--- src/rtl/mem_arbiter_pkg.sv ---
`default_nettype none
// ============================================================================
// Module      : mem_arbiter_pkg
// Description : Shared definitions for the fetch/data memory arbiter:
//               default widths, starvation counter width and the encoding
//               of the read-response owner register.
// Revision    : 1.0 - initial release
// ============================================================================
package mem_arbiter_pkg;

    localparam int DEF_ADDR_W     = 32;
    localparam int DEF_DATA_W     = 32;
    localparam int DEF_STARVE_MAX = 4;

    // Counter is wide enough for the full legal STARVE_MAX range (1..15).
    localparam int STARVE_W       = 4;

    // Identifies which requester the read data arriving next cycle belongs to.
    typedef enum logic [1:0] {
        OWN_NONE = 2'd0,
        OWN_IF   = 2'd1,
        OWN_DM   = 2'd2
    } owner_e;

    // Owner to record for a grant issued this cycle. Writes return no data,
    // so a data-port write leaves nothing outstanding.
    function automatic owner_e grant_owner(input logic if_gnt,
                                           input logic dm_gnt,
                                           input logic dm_we);
        owner_e own;
        own = OWN_NONE;
        if (if_gnt) begin
            own = OWN_IF;
        end else if (dm_gnt && !dm_we) begin
            own = OWN_DM;
        end
        return own;
    endfunction

endpackage
`default_nettype wire

--- src/rtl/mem_arb_pick.sv ---
`default_nettype none
// ============================================================================
// Module      : mem_arb_pick
// Description : Grant selection for the two memory requesters. Data accesses
//               win ties, except when fetch has already been passed over
//               STARVE_MAX consecutive times, in which case fetch wins.
// Revision    : 1.0 - initial release
//
// Ports
//   clk         in   system clock
//   reset       in   synchronous active-high reset
//   i_if_req    in   fetch request
//   i_dm_req    in   data request
//   o_if_gnt    out  fetch granted this cycle (forced low during reset)
//   o_dm_gnt    out  data granted this cycle (forced low during reset)
// ============================================================================
module mem_arb_pick
    import mem_arbiter_pkg::*;
#(
    parameter int STARVE_MAX = DEF_STARVE_MAX
) (
    input  logic clk,
    input  logic reset,
    input  logic i_if_req,
    input  logic i_dm_req,
    output logic o_if_gnt,
    output logic o_dm_gnt
);

    localparam logic [STARVE_W-1:0] C_STARVE_MAX = STARVE_W'(STARVE_MAX);

    logic [STARVE_W-1:0] r_starve_cnt;
    logic                w_if_wins;
    logic                w_if_gnt;
    logic                w_dm_gnt;

    // Fetch wins when it is alone, or when the data port has used up its
    // allowance of consecutive wins over a waiting fetch.
    assign w_if_wins = i_if_req && (!i_dm_req || (r_starve_cnt == C_STARVE_MAX));

    assign w_if_gnt  = !reset && w_if_wins;
    assign w_dm_gnt  = !reset && i_dm_req && !w_if_wins;

    assign o_if_gnt  = w_if_gnt;
    assign o_dm_gnt  = w_dm_gnt;

    // Counts data grants that bypassed a waiting fetch. It restarts as soon
    // as fetch is served or stops asking, so only an unbroken run of
    // bypasses can force a fetch grant. The saturation term is defensive:
    // at the limit fetch always wins, so no data grant can push past it.
    always_ff @(posedge clk) begin
        if (reset) begin
            r_starve_cnt <= '0;
        end else if (!i_if_req || w_if_gnt) begin
            r_starve_cnt <= '0;
        end else if (w_dm_gnt && (r_starve_cnt != C_STARVE_MAX)) begin
            r_starve_cnt <= r_starve_cnt + STARVE_W'(1);
        end
    end

endmodule
`default_nettype wire

--- src/rtl/mem_arbiter.sv ---
`default_nettype none
// ============================================================================
// Module      : mem_arbiter
// Description : Single-port memory arbiter shared by the instruction-fetch
//               and data-memory pipeline stages. Grants one access per cycle
//               to a synchronous-read memory and routes each read response,
//               which arrives one cycle after issue, back to its requester.
// Revision    : 1.0 - initial release
//
// Ports
//   clk        in   system clock
//   reset      in   synchronous active-high reset
//   if_req     in   fetch read request, held with if_addr until if_gnt
//   if_addr    in   fetch byte address
//   if_gnt     out  fetch accepted this cycle
//   if_rvalid  out  if_rdata valid
//   if_rdata   out  fetch read data
//   dm_req     in   data request, held with dm_we/addr/wdata until dm_gnt
//   dm_we      in   1 = write, 0 = read
//   dm_addr    in   data byte address
//   dm_wdata   in   data write data
//   dm_gnt     out  data accepted this cycle
//   dm_rvalid  out  dm_rdata valid (reads only)
//   dm_rdata   out  data read data
//   mem_en     out  memory access this cycle
//   mem_we     out  memory write strobe
//   mem_addr   out  memory word address (byte address >> 2)
//   mem_wdata  out  memory write data
//   mem_rdata  in   memory read data, valid the cycle after a read issue
// ============================================================================
module mem_arbiter
    import mem_arbiter_pkg::*;
#(
    parameter int ADDR_W     = DEF_ADDR_W,
    parameter int DATA_W     = DEF_DATA_W,
    parameter int STARVE_MAX = DEF_STARVE_MAX
) (
    input  logic              clk,
    input  logic              reset,

    input  logic              if_req,
    input  logic [ADDR_W-1:0] if_addr,
    output logic              if_gnt,
    output logic              if_rvalid,
    output logic [DATA_W-1:0] if_rdata,

    input  logic              dm_req,
    input  logic              dm_we,
    input  logic [ADDR_W-1:0] dm_addr,
    input  logic [DATA_W-1:0] dm_wdata,
    output logic              dm_gnt,
    output logic              dm_rvalid,
    output logic [DATA_W-1:0] dm_rdata,

    output logic              mem_en,
    output logic              mem_we,
    output logic [ADDR_W-3:0] mem_addr,
    output logic [DATA_W-1:0] mem_wdata,
    input  logic [DATA_W-1:0] mem_rdata
);

    logic   w_if_gnt;
    logic   w_dm_gnt;
    owner_e r_owner;
    logic   w_unused_addr_lsbs;

    mem_arb_pick #(
        .STARVE_MAX (STARVE_MAX)
    ) u_pick (
        .clk      (clk),
        .reset    (reset),
        .i_if_req (if_req),
        .i_dm_req (dm_req),
        .o_if_gnt (w_if_gnt),
        .o_dm_gnt (w_dm_gnt)
    );

    assign if_gnt = w_if_gnt;
    assign dm_gnt = w_dm_gnt;

    // Memory is word addressed; byte lane bits are not used.
    assign w_unused_addr_lsbs = ^{if_addr[1:0], dm_addr[1:0]};

    // Grants are already held low during reset, so the memory strobes are too.
    assign mem_en    = w_if_gnt || w_dm_gnt;
    assign mem_we    = w_dm_gnt && dm_we;
    assign mem_addr  = w_dm_gnt ? dm_addr[ADDR_W-1:2] : if_addr[ADDR_W-1:2];
    // Only the data port writes, so its write data can go straight through.
    assign mem_wdata = dm_wdata;

    always_ff @(posedge clk) begin
        if (reset) begin
            r_owner <= OWN_NONE;
        end else begin
            r_owner <= grant_owner(w_if_gnt, w_dm_gnt, dm_we);
        end
    end

    // The reset gate suppresses the response of a read that was issued in
    // the cycle just before reset was raised.
    assign if_rvalid = !reset && (r_owner == OWN_IF);
    assign dm_rvalid = !reset && (r_owner == OWN_DM);

    // Both ports see the memory output; rvalid says whose it is.
    assign if_rdata  = mem_rdata;
    assign dm_rdata  = mem_rdata;

endmodule
`default_nettype wire

--- config.mk ---
export PLATFORM = sky130hd
export DESIGN_NAME = mem_arbiter
export DESIGN_NICKNAME = d
export VERILOG_FILES = /design/src/rtl/mem_arbiter_pkg.sv /design/src/rtl/mem_arb_pick.sv /design/src/rtl/mem_arbiter.sv
export SDC_FILE = /design/constraint.sdc
export NUM_CORES = 1
export LEC_CHECK = 0
export ABC_AREA = 1
export CAP_MARGIN = 30
export CORE_AREA = 2 2 104 106
export DETAILED_ROUTE_END_ITERATION = 6
export DIE_AREA = 0 0 106 108
export DONT_BUFFER_PORTS = 1
export GPL_TIMING_DRIVEN = 0
export HOLD_SLACK_MARGIN = 0.12
export PLACE_DENSITY = 0.3
export SYNTH_ARGS = -nofsm -noshare
export SYNTH_HDL_FRONTEND = slang
export SYNTH_SLANG_ARGS = --single-unit
--- constraint.sdc ---
create_clock -name clk -period 1.46 [get_ports clk]
set_input_delay 0.073 -clock clk [delete_from_list [all_inputs] [get_ports clk]]
set_output_delay 0.073 -clock clk [all_outputs]
set_load 0.05 [all_outputs]
; ---- Word-level counts from Yosys, hierarchy flattened
; Cells that the tools add are included.
[classes]
reduce_logical = 19
muxes = 3
eq_ne = 4
n_shift = 0
bitwise_logic = 0
n_div = 0
n_addsub = 1
order_cmp = 0
n_mul = 0
[op_table]
columns = cell, n
row1 = $mux 30, 1
row2 = $logic_and 1x1->1, 9
row3 = $logic_not 1->1, 5
row4 = $add 4x1->4 const B, 1
row5 = $eq 4x3->1 const B, 1
row6 = $ne 4x3->1 const B, 1
row7 = $reduce_or 2->1, 2
row8 = $logic_or 1x1->1, 3
row9 = $eq 2x1->1 const B, 1
row10 = $eq 2x2->1 const B, 1
row11 = $mux 2, 1
row12 = $mux 1, 1
[word_totals]
reg_bits = 6
mem_bits_rw = 0
mem_count = 0
elab_cells = 30
latchBits = 0
output_inout_bits = 132
romBits = 0

; ---- Logic depth before layout (Yosys ltp)
[depth]
depth_word = 8
mapped_depth = 9

; ---- Hierarchy
; Synthesis repeated with hierarchy kept, for this count alone.
[hier_totals]
cells_unflattened = 247
area_unflattened_um2 = 1517.7
[by_module_without_submodules]
columns = module, area_each_um2, cells_each, seq_area_each_um2, instances
row1 = mem_arbiter, 1288.7, 211, 40.0, 1
row2 = mem_arb_pick, 229.0, 36, 80.1, 1

; ---- Worst setup path before layout
; Ideal clock, no wire load.
[synth_path]
path_kind = reg-to-output
startpoint = register u_pick.r_starve_cnt[0]
endpoint = output mem_we
slack_ps = -270
stages_incl_launch_ff = 9
arrival_ps = 1657
n_path_buf = 1
required_time_ps = 1387
cell_sequence = dfxtp_1 > inv_1 > ha_1 > nand2_1 > nor2_4 > nand2_2 > nand2_4 > buf_6 > nor2_1
[synth_between]
elab_chain_cells = 6
[synth_rtl]
columns = element, line
row1 = from (decl), mem_arb_pick.sv:32  ; logic [STARVE_W-1:0] r_starve_cnt;
row2 = from (signal assigned), mem_arb_pick.sv:57  ; r_starve_cnt <= r_starve_cnt + STARVE_W'(1);
row3 = $eq 4x3->1, mem_arb_pick.sv:39  ; assign w_if_wins = i_if_req && (!i_dm_req || (r_starve_cnt == C_STARVE_MAX));
row4 = $logic_or 1x1->1, mem_arb_pick.sv:39
row5 = $logic_and 1x1->1, mem_arb_pick.sv:39
row6 = $logic_not 1->1, mem_arb_pick.sv:42  ; assign w_dm_gnt = !reset && i_dm_req && !w_if_wins;
row7 = $logic_and 1x1->1, mem_arb_pick.sv:42
row8 = $logic_and 1x1->1, mem_arbiter.sv:86  ; assign mem_we = w_dm_gnt && dm_we;
row9 = to (decl), mem_arbiter.sv:56  ; output logic mem_we,
; No other way between the ends.

; ---- Final worst setup path
; Ends and elaborated chain as after synthesis.

==> summary.txt <==
STA
  • Fin worst setup slack: -163 ps
  • Achievable frequency: 0.616 GHz
  • RSZ-0062 raised after global routing: yes
  • Worst-margin pin slew: 904 ps
  • Fin crit share: 1.11
  • Post-Route Skew: 1.82 ps
  • Count of final hold-check violations: 0
  • # setup viols final: 33
  • Slew headroom: 0.395
  • Period minus WS final: 1620 ps
  • Max Slew Vio Count: 0

Finish
  • Most common cell after layout, fill and taps aside: buf_4
  • Non-filler cells, final: 388
  • Most frequent cells in the layout: buf_4 (102), nand2_4 (29), nand3_1 (28), nand2_2 (16), nand2_8 (14)
  • Layout cells sized above 1: 0.750
  • Layout net count: 389
  • # diodes: 0
  • Fin area: 2380 um2
  • Area grow syn2layout: 61.4%
  • Number of fill cells: 1,110

Logic synthesis
  • Syn_area_per_cell: 6.19 um2
  • Number of synthesized register bits: 6
  • Post-synthesis sequential area ratio: 0.0816
  • Mapped Area: 1470 um2
  • Largest cells by area after synthesis: buf_4 (49%), nand2_1 (17%), nand3_1 (11%)
  • Post-synthesis cell count: 238
  • Post-synth cell types: 18
  • Synth warnings: 0
  • Area share of the leading cell type in the synthesized netlist: 0.489
  • Area leader, netlist: buf_4
  • Post-Syn Nets: 373

Power and ir drop
  • Worst VDD drop: 0.000475 V
  • Pwr dens: 742 nW/um2
  • P_leak: 1.11 nW

Worst setup path
  • RR Endpoint: r_owner[1]
  • Worst Path Arrival: 1550 ps
  • Setup CP Type: register to output pin
  • R2R Setup Slk: 180 ps
  • Worst r2r src: u_pick.r_starve_cnt[1]
  • Cell count of the worst reg-to-reg path: 8
  • Critical Path Source Type: register
  • CP max FO: 8
  • Worst EP required: 1390 ps
  • Setup crit end kind: output pin

Global route
  • Vias in the first global route: 1,307
  • Total GRT Usage: 0.0719
  • Initial antenna violation count: 0
  • Total grt overflow: 0
  • Largest net degree at the start of global routing: 11
  • First-pass GRT wire length: 6420 um

Min path
  • Tightest Hold Check Type: primary input to register
  • Hold Path Depth: 5
  • Worst hold path endpoint: u_pick.r_starve_cnt[3]
  • Beginning of the worst hold path: reset

Outcome
  • Failing checks: negative setup slack
  • Run status: complete, but fails checks

Floorplanning
  • Initial Utilization: 0.144
  • DIE AREA: 11,400 um2
  • Row count: 37
  • Ports: 265
  • Die span in y: 108 um
  • Die X: 106 um
  • CORE AREA: 10,200 um2

Drt
  • Iteration count of the initial detailed-routing pass: 4
  • Post-Route WL: 5280 um
  • Drc violations: 0
  • Detailed-route wire length per cell: 13.6 um
  • Vias per inst: 3.80
  • Antenna viol nets, final: 0
  • Vias: 1,473
  • DR iter-0 viols: 21

Clock network
  • CTS tree: yes
  • Num CTS Buffers: 3
  • H-Tree Depth: 1
  • Clk Tree Root Cell: clkbuf_8
  • CTS Sinks: 6
  • Longest Clk Path Bufs: 2
  • Worst skew pair latency: 220 ps
  • Clk pin slew, worst setup/hold paths: 40 ps

Run
  • Max_cap viols: 0

Place
  • GPL Wtd Cong: 0.624
  • Post-placement cell count: 375
  • DP Area: 1730 um2
  • Input/output buffers: 0
  • Hpwl dp: 4300 um
area by class of cell:
class | instances | area (um2) | area share
repair buffers | 11 | 129 | 0.0542
well taps | 136 | 170 | 0.0716
flip-flops and latches | 6 | 123 | 0.0516
plain buffers | 105 | 816 | 0.343
clock buffers | 3 | 41.3 | 0.0174
multi-input cells | 117 | 1060 | 0.445
inverters | 10 | 41.3 | 0.0174
cells by family (layout without fill, tap and decap cells):
family	after synthesis	in the layout	share of synthesized area
xor+xnor	1	1	0.00595
simple gates	111	111	0.325
flops	6	6	0.0816
compound gates	3	3	0.0119
buf+inv	115	129	0.558
fa+ha+maj	2	2	0.0170
how the worst max path moves through the flow:
| stage | start | cells past startpoint | end |
|---|---|---|---|
| after floorplan | u_pick.r_starve_cnt[0] | 8 | mem_we |
| after global placement | u_pick.r_starve_cnt[0] | 8 | mem_we |
| after detailed placement | u_pick.r_starve_cnt[0] | 8 | mem_we |
| after CTS | u_pick.r_starve_cnt[0] | 9 | mem_addr[15] |
| after global routing | u_pick.r_starve_cnt[1] | 9 | mem_addr[2] |
| final | u_pick.r_starve_cnt[0] | 8 | mem_we |
metrics by stage:
| step | setup WS, ps | power, mW | util | setup TNS (ps) | hold WS, ps |
|---|---|---|---|---|---|
| 2_1_floorplan | -34.9 | 1.30 | - | -34.9 | 145 |
| 3_3_place_gp | -219 | 1.35 | 0.169 | -4380 | 156 |
| 3_5_place_dp | -224 | 1.35 | 0.169 | -4350 | 154 |
| 4_1_cts | -182 | 1.70 | 0.208 | -5010 | 163 |
| 5_1_grt | -244 | 1.83 | 0.232 | -7290 | 203 |
| 6_report | -163 | 1.76 | 0.232 | -4500 | 163 |
flip-flops by register name (all words and copies together) (netlist names):
| register | flops |
|---|---|
| u_pick.r_starve_cnt | 4 |
| r_owner | 2 |
worst max-delay path, cell delays in order (launching register included):
cell and delay [ps]:
dfxtp_2 330, inv_2 40, ha_4 140, nand2_2 70, nor2_4 50, nand2_4 110
nand2_8 110, clkbuf_16 190, nor2_4 270
synth_stat cells:
cell type,n
buf_6,3
o21bai_1,1
nor3b_1,1
a21oi_1,2
inv_1,9
ha_1,2
nor2_1,8
nor3_1,1
nand2_2,1
xnor2_1,1
buf_2,6
nand2_4,1
nand3_1,32
dfxtp_1,6
buf_4,96
inv_2,1
nand2_1,66
nor2_4,1
metal layers:
metal  share of wire  global-route usage  routed length [um]  vias to the layer above
li1                -                   -                   -                      671
met4           0.019              0.0179                  98                        0
met2            0.58               0.151                3070                      144
met5               0                   0                   0                        -
met1            0.30              0.0658                1570                      654
met3            0.10              0.0229                 542                        4
power by group:
group	total [mW]	leakage, nW	internal [mW]	switching, mW
clock network	0.243	0.0216	0.177	0.0668
logic	1.35	1.04	0.343	1.01
registers	0.171	0.0497	0.169	0.00187
total	1.76	1.11	0.689	1.07
repair_timing:
action / CTS / global route
gates cloned: 1 / 2
resized for setup: 69 / 38
buffers inserted: 3 / 1
setup endpoints to repair: 33 / 33
pin swaps: 8 / 26
hold buffers: 3 / 0
endpoints found under the hold margin: 3 / 0
Power figures use the tool's default switching activity.
